### src/rtl/arm_pipe_controller.sv
// Pipelined control unit for the 5-stage ARM subset core: decode, D/E/M/W control registers, NZCV flags.
// Optional feature macro CTRL_COND_EXEC_EN enables condition-code evaluation; undefined ties CondEx to 1.
module arm_pipe_controller (
  input  logic        clk,
  input  logic        reset,
  input  logic [31:12] InstrC,
  input  logic [3:0]  ALUFlags,
  input  logic        FlushE,
  output logic [1:0]  RegSrcD,
  output logic [1:0]  ImmSrcD,
  output logic        ALUSrcE,
  output logic [1:0]  ALUControlE,
  output logic        BranchTakenE,
  output logic        MemWriteM,
  output logic        RegWriteW,
  output logic        MemtoRegW,
  output logic        PCSrcW,
  output logic        RegWriteM,
  output logic        MemtoRegE,
  output logic        PCWrPendingF
);

  localparam logic [1:0] OP_DP  = 2'b00;
  localparam logic [1:0] OP_MEM = 2'b01;
  localparam logic [1:0] OP_BR  = 2'b10;

  localparam logic [3:0] CMD_ADD = 4'b0100;
  localparam logic [3:0] CMD_SUB = 4'b0010;
  localparam logic [3:0] CMD_AND = 4'b0000;
  localparam logic [3:0] CMD_ORR = 4'b1100;

  logic [1:0] op;
  logic [5:0] funct;
  logic [3:0] rd;

  logic       reg_w_d, mem_w_d, mtr_d, alu_src_d, branch_d, pcs_d;
  logic [1:0] alu_ctrl_d, flag_w_d;

  logic       reg_w_e, mem_w_e, branch_e, pcs_e;
  logic [1:0] flag_w_e;
  logic       cond_ex;
  logic       reg_write_e, mem_write_e, pcs_q_e;

  logic       mtr_m, pcs_m;
  logic [3:0] flags;
  logic       unused_ok;

  assign op    = InstrC[27:26];
  assign funct = InstrC[25:20];
  assign rd    = InstrC[15:12];

  // Decode: main decoder plus ALU/flag-write decode for data processing
  always_comb begin
    reg_w_d    = 1'b0;
    mem_w_d    = 1'b0;
    mtr_d      = 1'b0;
    alu_src_d  = 1'b0;
    branch_d   = 1'b0;
    alu_ctrl_d = 2'b00;
    flag_w_d   = 2'b00;
    RegSrcD    = 2'b00;
    ImmSrcD    = 2'b00;
    case (op)
      OP_DP: begin
        reg_w_d   = 1'b1;
        alu_src_d = funct[5];
        case (funct[4:1])
          CMD_ADD: alu_ctrl_d = 2'b00;
          CMD_SUB: alu_ctrl_d = 2'b01;
          CMD_AND: alu_ctrl_d = 2'b10;
          CMD_ORR: alu_ctrl_d = 2'b11;
          default: begin
            alu_ctrl_d = 2'b00;
            reg_w_d    = 1'b0;
          end
        endcase
        flag_w_d[1] = funct[0];
        flag_w_d[0] = funct[0] & ((funct[4:1] == CMD_ADD) | (funct[4:1] == CMD_SUB));
      end
      OP_MEM: begin
        alu_src_d = 1'b1;
        ImmSrcD   = 2'b01;
        if (funct[0]) begin
          reg_w_d = 1'b1;
          mtr_d   = 1'b1;
        end else begin
          mem_w_d = 1'b1;
          RegSrcD = 2'b10;
        end
      end
      OP_BR: begin
        branch_d  = 1'b1;
        alu_src_d = 1'b1;
        ImmSrcD   = 2'b10;
        RegSrcD   = 2'b01;
      end
      default: ;
    endcase
    pcs_d = (rd == 4'hF) & reg_w_d;
  end

  // D->E control register; a flush loads a full bubble
  always_ff @(posedge clk) begin
    if (reset || FlushE) begin
      reg_w_e     <= 1'b0;
      mem_w_e     <= 1'b0;
      branch_e    <= 1'b0;
      pcs_e       <= 1'b0;
      flag_w_e    <= 2'b00;
      MemtoRegE   <= 1'b0;
      ALUSrcE     <= 1'b0;
      ALUControlE <= 2'b00;
    end else begin
      reg_w_e     <= reg_w_d;
      mem_w_e     <= mem_w_d;
      branch_e    <= branch_d;
      pcs_e       <= pcs_d;
      flag_w_e    <= flag_w_d;
      MemtoRegE   <= mtr_d;
      ALUSrcE     <= alu_src_d;
      ALUControlE <= alu_ctrl_d;
    end
  end

`ifdef CTRL_COND_EXEC_EN
  logic [3:0] cond_e;

  always_ff @(posedge clk) begin
    if (reset) cond_e <= 4'h0;
    else       cond_e <= InstrC[31:28];
  end

  // Condition check against the committed flags (N Z C V = flags[3:0])
  always_comb begin
    cond_ex = 1'b0;
    case (cond_e)
      4'b0000: cond_ex = flags[2];
      4'b0001: cond_ex = ~flags[2];
      4'b0010: cond_ex = flags[1];
      4'b0011: cond_ex = ~flags[1];
      4'b0100: cond_ex = flags[3];
      4'b0101: cond_ex = ~flags[3];
      4'b0110: cond_ex = flags[0];
      4'b0111: cond_ex = ~flags[0];
      4'b1000: cond_ex = flags[1] & ~flags[2];
      4'b1001: cond_ex = ~flags[1] | flags[2];
      4'b1010: cond_ex = (flags[3] == flags[0]);
      4'b1011: cond_ex = (flags[3] != flags[0]);
      4'b1100: cond_ex = ~flags[2] & (flags[3] == flags[0]);
      4'b1101: cond_ex = flags[2] | (flags[3] != flags[0]);
      4'b1110: cond_ex = 1'b1;
      default: cond_ex = 1'b0;
    endcase
  end

  assign unused_ok = ^InstrC[19:16];
`else
  assign cond_ex   = 1'b1;
  assign unused_ok = ^{InstrC[31:28], InstrC[19:16], flags};
`endif

  assign reg_write_e  = reg_w_e & cond_ex;
  assign mem_write_e  = mem_w_e & cond_ex;
  assign pcs_q_e      = pcs_e & cond_ex;
  assign BranchTakenE = branch_e & cond_ex;
  assign PCWrPendingF = pcs_d | pcs_q_e | pcs_m;

  // NZ and CV update independently; no bypass into the same cycle's condition check
  always_ff @(posedge clk) begin
    if (reset) begin
      flags <= 4'h0;
    end else begin
      if (flag_w_e[1] & cond_ex) flags[3:2] <= ALUFlags[3:2];
      if (flag_w_e[0] & cond_ex) flags[1:0] <= ALUFlags[1:0];
    end
  end

  // E->M and M->W registers carry only qualified side effects
  always_ff @(posedge clk) begin
    if (reset) begin
      RegWriteM <= 1'b0;
      MemWriteM <= 1'b0;
      mtr_m     <= 1'b0;
      pcs_m     <= 1'b0;
      RegWriteW <= 1'b0;
      MemtoRegW <= 1'b0;
      PCSrcW    <= 1'b0;
    end else begin
      RegWriteM <= reg_write_e;
      MemWriteM <= mem_write_e;
      mtr_m     <= MemtoRegE;
      pcs_m     <= pcs_q_e;
      RegWriteW <= RegWriteM;
      MemtoRegW <= mtr_m;
      PCSrcW    <= pcs_m;
    end
  end

endmodule

### config.mk
export PLATFORM = sky130hd
export DESIGN_NAME = arm_pipe_controller
export DESIGN_NICKNAME = d
export VERILOG_FILES = /design/src/rtl/arm_pipe_controller.sv
export SDC_FILE = /design/constraint.sdc
export NUM_CORES = 1
export LEC_CHECK = 0
export ABC_AREA = 0
export ABC_CLOCK_PERIOD_IN_PS = 1550
export BUFFER_PORTS_ARGS = -buffer_cell sky130_fd_sc_hd__buf_2
export CAP_MARGIN = 0
export CORE_MARGIN = 4
export CORE_UTILIZATION = 36
export DETAILED_ROUTE_END_ITERATION = 12
export PLACE_DENSITY = 0.73
export SYNTH_ARGS = -nofsm -noshare
export SYNTH_HDL_FRONTEND = slang
export SYNTH_SLANG_ARGS = --single-unit
### constraint.sdc
create_clock -name clk -period 1.55 [get_ports clk]
set_input_delay 0.0775 -clock clk [delete_from_list [all_inputs] [get_ports clk]]
set_output_delay 0.0775 -clock clk [all_outputs]
set_load 0.05 [all_outputs]
-- After elaboration in Yosys (flattened, before gate mapping)
Index checks and enable logic that the tools add are counted.
- register bits: 15
- bits in latches: 0
- memory bits (writable): 0
- ROM bits: 0
- input bits: 27
- output and inout port bits: 15
- word-level logic and storage cells: 42
- memories: 0
- add/sub/neg operators: 0
- $mul: 0
- div/mod/pow operators: 0
- order comparisons: 0
- equal/unequal tests: 6
- shifts and indexed selects: 0
- mux-type cells: 10
- bitwise operators: 5
- reductions and logical operators: 7
- operator list (cell ; count):
    == test 4 bit, second input constant ; 2
    case mux 2 bit (2 select lines) ; 2
    case mux 2 bit (3 select lines) ; 1
    OR reduction 2 bit ; 3
    == test 4 x 2 -> 1 bit, second input constant ; 1
    == test 4 x 3 -> 1 bit, second input constant ; 1
    zero test 4 bit ; 1
    two-way mux 1 bit ; 4
    case mux 1 bit (2 select lines) ; 2
    OR reduction 4 bit ; 1
    == test 2 x 1 -> 1 bit, second input constant ; 1
    == test 2 bit, second input constant ; 1
    zero test 2 bit ; 1
    two-way mux 2 bit ; 1
    NOT 1 bit ; 2
    bitwise OR 1 bit ; 2
    bitwise AND 1 bit ; 1
    logical OR 1 bit ; 1

-- Depth between registers and ports, before layout
Gate-level depths: netlist of the first run.
- depth in word-level cells: 7
- mapped depth: 5
- depth with buffers taken out: 5

-- Worst setup path after synthesis of the first run
No wires, ideal clock.
- path kind: input-to-output
- start: input InstrC[27] (netlist name)
- end: output PCWrPendingF
- data arrival time: 1.346 ns
- required time: 1.472 ns
- slack: 0.127 ns
- stages on the path: 5
- path buffers: 0
- path through: inv_1 > ha_1 > nor2b_1 > a32oi_2 > o21ai_1
- word-level cells in the longest chain between the ends: 5
- elaborated cells on any way between the ends: 6
- classes of those cells: eq/ne (1); mux (1); bitwise (3); reduce/logical (1)
- ends and longest elaborated chain (item ; RTL line ; text):
    start, declared ; 6 ; input logic [31:12] InstrC,
    == test 2 x 1 -> 1 bit or zero test 2 bit (tied branches) ; 63 ; case (op)
    case mux 1 bit (2 select lines) (*) ; 63 ;
    bitwise AND 1 bit (*) ; 99 ; pcs_d = (rd == 4'hF) & reg_w_d;
    bitwise OR 1 bit (*) (2 in series) ; 166 ; assign PCWrPendingF = pcs_d | pcs_q_e | pcs_m;
    end, declared ; 20 ; output logic PCWrPendingF
Every way passes the cells marked *; elsewhere a longest branch is shown, timed or not.

-- Final worst setup path of the first run
- start: input InstrC[22] (netlist name)
- end: output PCWrPendingF
- word-level cells in the longest chain between the ends: 7
- elaborated cells on any way between the ends: 10
- classes of those cells: eq/ne (3); mux (2); bitwise (3); reduce/logical (2)
- ends and longest elaborated chain (item ; RTL line ; text):
    == test 4 x 3 -> 1 bit, or another cell as far along ; 67 ; case (funct[4:1])
    OR reduction 4 bit (no source line) (*) ; - ;
    two-way mux 1 bit (*) ; 67 ;
    case mux 1 bit (2 select lines) (*) ; 63 ;
    bitwise AND 1 bit (*) ; 99 ;
    bitwise OR 1 bit (*) (2 in series) ; 166 ;
Marked as above.

==> implementation parameters, run 1 <==
Parameter                              Value

Outcome
  Result of the run ... finished clean

Power
  Fraction of power spent switching nets ... 0.268
  Total power per unit cell area ... 925 nW/µm²
  Sequential cell fraction of total power ... 0.550
  VDD IR max ... roughly 0.36 mV
  Total power consumption of the routed design ... between 0.0007 and 0.0008 W
  Part of the power in the clock network ... 0.305
  Cell-internal power ... between 0.0005 and 0.0006 W
  Leakage power of the design ... roughly 0.39 nW
  Power spent charging and discharging nets ... between 0.00015 and 0.0002 W
  Power share of the combinational group ... 0.145

Finish
  Register containing the most flip-flops in the final layout ... ALUControlE
  Max FFs per register ... 2
  Area delta synth->final ... 31.1%
  Filler Cell Count ... ~150
  Antenna Cells ... 0
  Proportion of layout cells with a drive suffix above 1 ... 0.424
  Cell area after layout ... a little under 800 µm²
  NumNets Final ... around 120
  Number of non-filler instances in the completed layout ... approximately 100

Synthesis
  Number of nets in the synthesized netlist ... 86
  Number of synthesized flops with an enable pin ... 0
  Share of synthesized area occupied by flip-flops and latches ... 0.512
  Most instantiated flip-flop cell in the synthesis netlist ... dfxtp_1
  Synth cell types ... 24
  Synthesized cell area ... ~590 µm²
  Yosys top cell area share ... 0.512
  Top cells by instance count after synthesis ... dfxtp_1 (15), nor2b_1 (8), ha_1 (5)
  Gate Count Post-Synth ... 54
  Synth top area cells ... dfxtp_1 (51%), ha_1 (11%), nor2b_1 (8.5%), a32oi_2 (2.8%), buf_4 (2.6%)
  Fraction of registers with async set/reset ... 0
  Yosys reg bits ... 15
  Post-Synthesis Mean Instance Area ... approximately 11 µm²
  Most repeated cell in the gate-level netlist after synthesis ... dfxtp_1
  Largest area contributor in the netlist ... dfxtp_1
  Count of warnings emitted by yosys ... 0

Critical path
  Data required time at the worst endpoint ... approximately 1.5 ns
  Slowest-stage cell, CP ... dlygate4sd3_1
  Endpoint kind of the worst setup timing path ... output port
  Cell repeated most along the worst path ... buf_2
  WP data arrival ... approximately 1.4 ns
  Critical path start-end classification ... primary input to output port
  CP top delay family ... buffers and inverters
  Worst setup SP type ... primary input
  Critical path peak fanout ... 4
  Critical path buffers and inverters ... 3
  Delay of the slowest critical-path stage ... 0.52 ns
  Cell Chain, Critical Path ... dlygate4sd3_1 > buf_2 > nand2_1 > a32oi_2 > o21ai_1 > buf_2

Floorplan
  Row cnt ... 14
  Starting density of the core ... 0.385
  I/O pin total ... 42
  Floorplan Core Area ... 1520 µm²
  Vertical extent of the die ... just under 50 µm
  Area of the die ... about 2300 µm²
  Die width ... 48.4 µm

STA
  Final max-slew violation count ... 0
  Minimum clock period ... between 1 and 1.5 ns
  Timing-limited maximum frequency ... between 600 and 700 MHz
  Final setup slack of the worst path ... 0.109 ns
  Hold violation count in the final report ... 0
  Final worst path period share ... 0.929
  Transition time at the pin with the least slew margin ... 0.261 ns
  Worst-case headroom to the max-slew limit ... 0.823
  Setup Skew ... roughly 0.0014 ns
  Final setup fails ... 0
  Total negative slack for setup checks ... 0 ns
  RSZ-0062 raised after global routing ... false

Detailed routing
  Total iterations of the first detailed-routing run ... 4
  Routed via count ... approximately 460
  Total routed wirelength ... between 1000 and 1500 µm
  Remaining design rule violation count ... 0
  Per-cell routed wire length ... 10.2 µm
  ANT nets after route ... 0
  Vias per inst ... roughly 4.6
  Iter 0 DRT Violations ... 4

CTS
  Total of hold buffers inserted after clock tree synthesis ... 1
  Root buffer selected by CTS ... clkbuf_4
  TritonCTS Buffers ... 3
  Clock Sink Count ... 15
  Clock latency on the worst-skew pair ... roughly 0.28 ns
  Setup repair bufs after CTS ... 0
  Clock transition at path regs ... roughly 0.090 ns
  CTS-repair resized insts ... 0
  Max H-tree Level ... 1
  CTS tree ... yes
  Maximum buffer depth of the clock tree ... 2

Placed design
  Count of buffers inserted at the top-level ports ... 29
  Post-Place Cell Area ... 732 µm²
  Place WS ... between 0.2 and 0.3 ns
  Detailed-placement wirelength estimate ... between 800 and 900 µm
  Number of instances in the placed design ... 96
  Final Wtd Congestion ... 0.648

Global route
  Residual overflow from global routing ... 0
  Number of antenna violations at the first check in global routing ... 0
  Largest net degree at the start of global routing ... 13
  Wire length of the first global-routing pass ... about 1900 µm
  Vias in the first global route ... about 430
  Global routing usage summed across all routing layers ... 0.101

Run
  Max Cap Violations ... 0

Hold path
  Type of the most critical hold path ... primary input to flop
==> routing by layer <==
metal / share of wire / wire length, µm / vias to the layer above / GRT usage
li1: - / - / 244 / -
met1: 0.44 / 460 / 197 / 0.135
met2: 0.44 / 453 / 20 / 0.133
met3: 0.12 / 120 / 0 / 0.0460
met4: 0 / 0 / 0 / 0.0553
met5: 0 / 0 / - / 0
==> power groups by stage <==
stage	combinational [W]	clock, W	sequential (W)
after floorplan	0.0000540	0	0.000414
after global placement	0.0000995	0	0.000401
after detailed placement	0.000101	0	0.000400
after CTS	0.000104	0.000227	0.000392
after global routing	0.000113	0.000245	0.000392
final	0.000103	0.000217	0.000391
==> placed cells by master (no fill, tap or decap), types with 2 or more instances in the layout <==
cell type	instances
nor2_1	2
buf_2	29
clkbuf_4	3
nor2b_1	8
inv_1	2
nand2_1	2
nor3_1	2
dfxtp_1	15
ha_1	5
==> stage by stage <==
step / hold slack (ns) / util
after floorplan: 0.149 / -
after detailed placement: 0.293 / 0.480
after global routing: 0.0139 / 0.505
final: 0.0204 / 0.505
after CTS: 0.00499 / 0.505
after global placement: 0.284 / 0.480
==> kinds of logic after synthesis <==
group                    count (synthesis)  synth area share
buffers and inverters                    5            0.0469
adder cells (fa/ha/maj)                  5             0.107
AO/OA/AOI/OAI                            4            0.0597
XOR/XNOR                                 1            0.0149
AND/OR/NAND/NOR                         24             0.260
flip-flops                              15             0.512
==> area by class of cell <==
type	count	area, µm²	area share
Clock inverter	1	5.00	0.00650
Tap cell	16	20.0	0.0260
Multi-Input combinational cell	34	259	0.337
Timing Repair Buffer	30	155	0.202
Sequential cell	15	300	0.390
Clock buffer	3	22.5	0.0293
Inverter	2	7.51	0.00976
==> path summary, 6_finish.rpt <==
check	startpoint	endpoint	slack, ns	cells after the start
max	InstrC[22]	PCWrPendingF	0.11	6
min	InstrC[20]	mem_w_e	0.02	2
max reg2reg	pcs_m	PCSrcW	1.01	1
min reg2reg	mem_w_e	MemWriteM	0.44	1
(Power assumes the default switching activity.)
==> inputs of run 2 (changes only) <==
--- a/config.mk
+++ b/config.mk
@@ -10,9 +10,9 @@
 export BUFFER_PORTS_ARGS = -buffer_cell sky130_fd_sc_hd__buf_2
 export CAP_MARGIN = 0
 export CORE_MARGIN = 4
-export CORE_UTILIZATION = 36
+export CORE_UTILIZATION = 41
 export DETAILED_ROUTE_END_ITERATION = 12
-export PLACE_DENSITY = 0.73
+export PLACE_DENSITY = 0.81
 export SYNTH_ARGS = -nofsm -noshare
 export SYNTH_HDL_FRONTEND = slang
 export SYNTH_SLANG_ARGS = --single-unit
==> run 2 against run 1 <==
Via count is 1.7% higher. Critical path depth stayed put. Worst setup slack better by 0.015 ns. Clock power hardly changed. Highest routed layer is now met4. Maximum frequency is 1.1% higher. Sequential cell count stayed put. Register-to-register slack hardly changed. Total power is 0.31% lower. Cell area is 0.16% lower. Largest cell class unchanged. Sequential share of layout area is 0.064 points higher. Critical endpoint unchanged. Global-route usage is 0.97 points higher. First-iteration DRC count is 25% higher.
==> implementation parameters, run 2 (synthesis gave the netlist of run 1 again) <==
Parameter                              Value

CTS
  Clock Sink Count ... 15 (unchanged)
  Clock latency on the worst-skew pair ... 0.27 ns (about the same)
  TritonCTS Buffers ... 3 (unchanged)
  Clock transition at path regs ... 0.09 ns (about the same)
  Maximum buffer depth of the clock tree ... 2 (unchanged)
  CTS tree ... yes
  Root buffer selected by CTS ... clkbuf_4
  CTS-repair resized insts ... 0 (unchanged)
  Max H-tree Level ... 1 (unchanged)

Finish
  Number of non-filler instances in the completed layout ... 100 (-0.99%)
  Cell area after layout ... 768 µm² (-0.16%)
  Proportion of layout cells with a drive suffix above 1 ... 0.424 (unchanged)
  Antenna Cells ... 0 (unchanged)
  NumNets Final ... 118 (unchanged)
  Area delta synth->final ... 30.9%
  Most used cells in the layout excluding fill and tap cells ... buf_2 (29), dfxtp_1 (15), nor2b_1 (8)
  Register containing the most flip-flops in the final layout ... ALUControlE
  Max FFs per register ... 2 (unchanged)
  Filler Cell Count ... 121 (-20%)
  Leading cell type in the layout, fill and taps excluded ... buf_2

Placed design
  Number of instances in the placed design ... 95 (-1.0%)
  Post-Place Cell Area ... 731 µm² (-0.17%)
  Final Wtd Congestion ... 0.717 (+11%)
  Count of buffers inserted at the top-level ports ... 29 (unchanged)
  Detailed-placement wirelength estimate ... 845 µm (+4.8%)

Floorplan
  Floorplan Core Area ... 1320 µm² (-14%)
  Vertical extent of the die ... 45.8 µm (-5.3%)
  I/O pin total ... 42 (unchanged)
  Starting density of the core ... 0.445 (+0.0603)
  Row cnt ... 13 (-1)
  Die width ... 45.8 µm (-5.3%)
  Area of the die ... 2100 µm² (-10%)

Detailed routing
  Remaining design rule violation count ... 0 (unchanged)
  Iter 0 DRT Violations ... 5 (+1)
  Vias per inst ... 4.69 (+2.8%)
  Total iterations of the first detailed-routing run ... 3 (-1)
  ANT nets after route ... 0 (unchanged)
  Per-cell routed wire length ... 10.6 µm (+3.2%)
  Total routed wirelength ... 1060 µm (+2.2%)
  Routed via count ... 469 (+1.7%)

Critical path
  Cell repeated most along the worst path ... buf_2
  Cell Chain, Critical Path ... dlygate4sd3_1 > buf_2 > nand2_1 > a32oi_2 > o21ai_1 > buf_2
  Slowest-stage cell, CP ... dlygate4sd3_1
  Critical path peak fanout ... 4 (unchanged)
  Data required time at the worst endpoint ... 1.47 ns (about the same)
  Critical path buffers and inverters ... 3 (unchanged)
  Delay of the slowest critical-path stage ... 0.52 ns (about the same)
  Endpoint kind of the worst setup timing path ... output port
  WP data arrival ... 1.35 ns (about the same)
  Worst setup SP type ... primary input
  Critical path start-end classification ... primary input to output port
  CP top delay family ... buffers and inverters

Outcome
  Result of the run ... finished clean

STA
  Worst-case headroom to the max-slew limit ... 0.849 (+0.0256)
  Worst-case hold slack ... 0.0115 ns (-0.00898 ns)
  Final worst path period share ... 0.920 (-0.00987)
  Final setup fails ... 0 (unchanged)
  Minimum clock period ... 1.43 ns (-0.0153 ns)
  Setup Skew ... 0.00365 ns (+0.00224 ns)
  Timing-limited maximum frequency ... 702 MHz (+1.1%)
  RSZ-0062 raised after global routing ... false
  Transition time at the pin with the least slew margin ... 0.223 ns (-0.0378 ns)
  Total negative slack for setup checks ... 0 ns (unchanged)
  Final max-slew violation count ... 0 (unchanged)
  Hold violation count in the final report ... 0 (unchanged)

Global route
  Residual overflow from global routing ... 0 (unchanged)
  Vias in the first global route ... 447 (+4.2%)
  Global-route met1 utilization ... 0.133 (-0.00190)
  Met3 GRT Util ... 0.0237 (-0.0223)
  Wire length of the first global-routing pass ... 1670 µm (-11%)
  Most used routing layer ... met2
  Grt met2 use ... 0.170 (+0.0373)
  Largest net degree at the start of global routing ... 13 (unchanged)
  Number of antenna violations at the first check in global routing ... 0 (unchanged)
  Global routing usage summed across all routing layers ... 0.111 (+0.00975)

Power
  Fraction of power spent switching nets ... 0.266 (-0.00230)
  Part of the power in the clock network ... 0.303 (-0.002)
  Power spent charging and discharging nets ... 0.000189 W (-1.2%)
  Leakage power of the design ... 0.388 nW (unchanged)
  Sequential cell fraction of total power ... 0.552 (+0.002)
  Cell-internal power ... 0.000521 W (about the same)
  Total power per unit cell area ... 923 nW/µm² (-0.15%)
  Power share of the combinational group ... 0.145 (about the same)
  VDD IR max ... 0.390 mV (+9.4%)

Hold path
  Type of the most critical hold path ... primary input to flop

Run
  Max Cap Violations ... 0 (unchanged)
==> run 2: cell counts in the layout (fill, tap and decap cells not counted) <==
Identical to the previous run, type by type.
==> run 2: routing by layer <==
| metal | wire length, µm | share of wire | vias to the layer above |
|---|---|---|---|
| met5 | 0 | 0 | - |
| met4 | 17 | 0.016 | 0 |
| met3 | 103 | 0.097 | 2 |
| met2 | 500 | 0.47 | 19 |
| met1 | 435 | 0.41 | 206 |
| li1 | - | - | 242 |
==> run 2: final timing paths <==
check                                 from            to  slack (ns)  cells past startpoint
worst max register to register       pcs_m        PCSrcW        1.01                      1
worst min-delay path            InstrC[20]       mem_w_e        0.01                      2
worst min register to register       mtr_m     MemtoRegW        0.45                      1
worst max-delay path            InstrC[22]  PCWrPendingF        0.12                      6
==> run 2: cell type report <==
class	instances	area (µm²)	share of cell area
Tap cell	15	18.8	0.0244
Clock inverter	1	5.00	0.00651
Sequential cell	15	300	0.391
Timing Repair Buffer	30	155	0.202
Inverter	2	7.51	0.00977
Clock buffer	3	22.5	0.0293
Multi-Input combinational cell	34	259	0.337
==> run 2: what timing repair did <==
item / 4_1_cts / 5_1_grt
setup endpoints to repair: 0 / 0
hold buffers: 1 / 0
hold endpoints to repair: 1 / 0
setup buffers: 0 / 0
==> run 2: power by group through the flow <==
stage	logic, W	registers (W)	clock network (W)
2_1_floorplan	0.0000540	0.000414	0
3_3_place_gp	0.0000995	0.000400	0
3_5_place_dp	0.000101	0.000401	0
4_1_cts	0.000104	0.000392	0.000223
5_1_grt	0.000112	0.000392	0.000240
6_report	0.000103	0.000392	0.000215
==> run 2: stage by stage <==
stage	power, W	setup slack [ns]	utilization
floorplan	0.000468	0.127	-
global placement	0.000500	0.285	0.555
detailed placement	0.000502	0.241	0.555
CTS	0.000719	0.121	0.583
global route	0.000744	0.0715	0.583
finish	0.000709	0.125	0.583
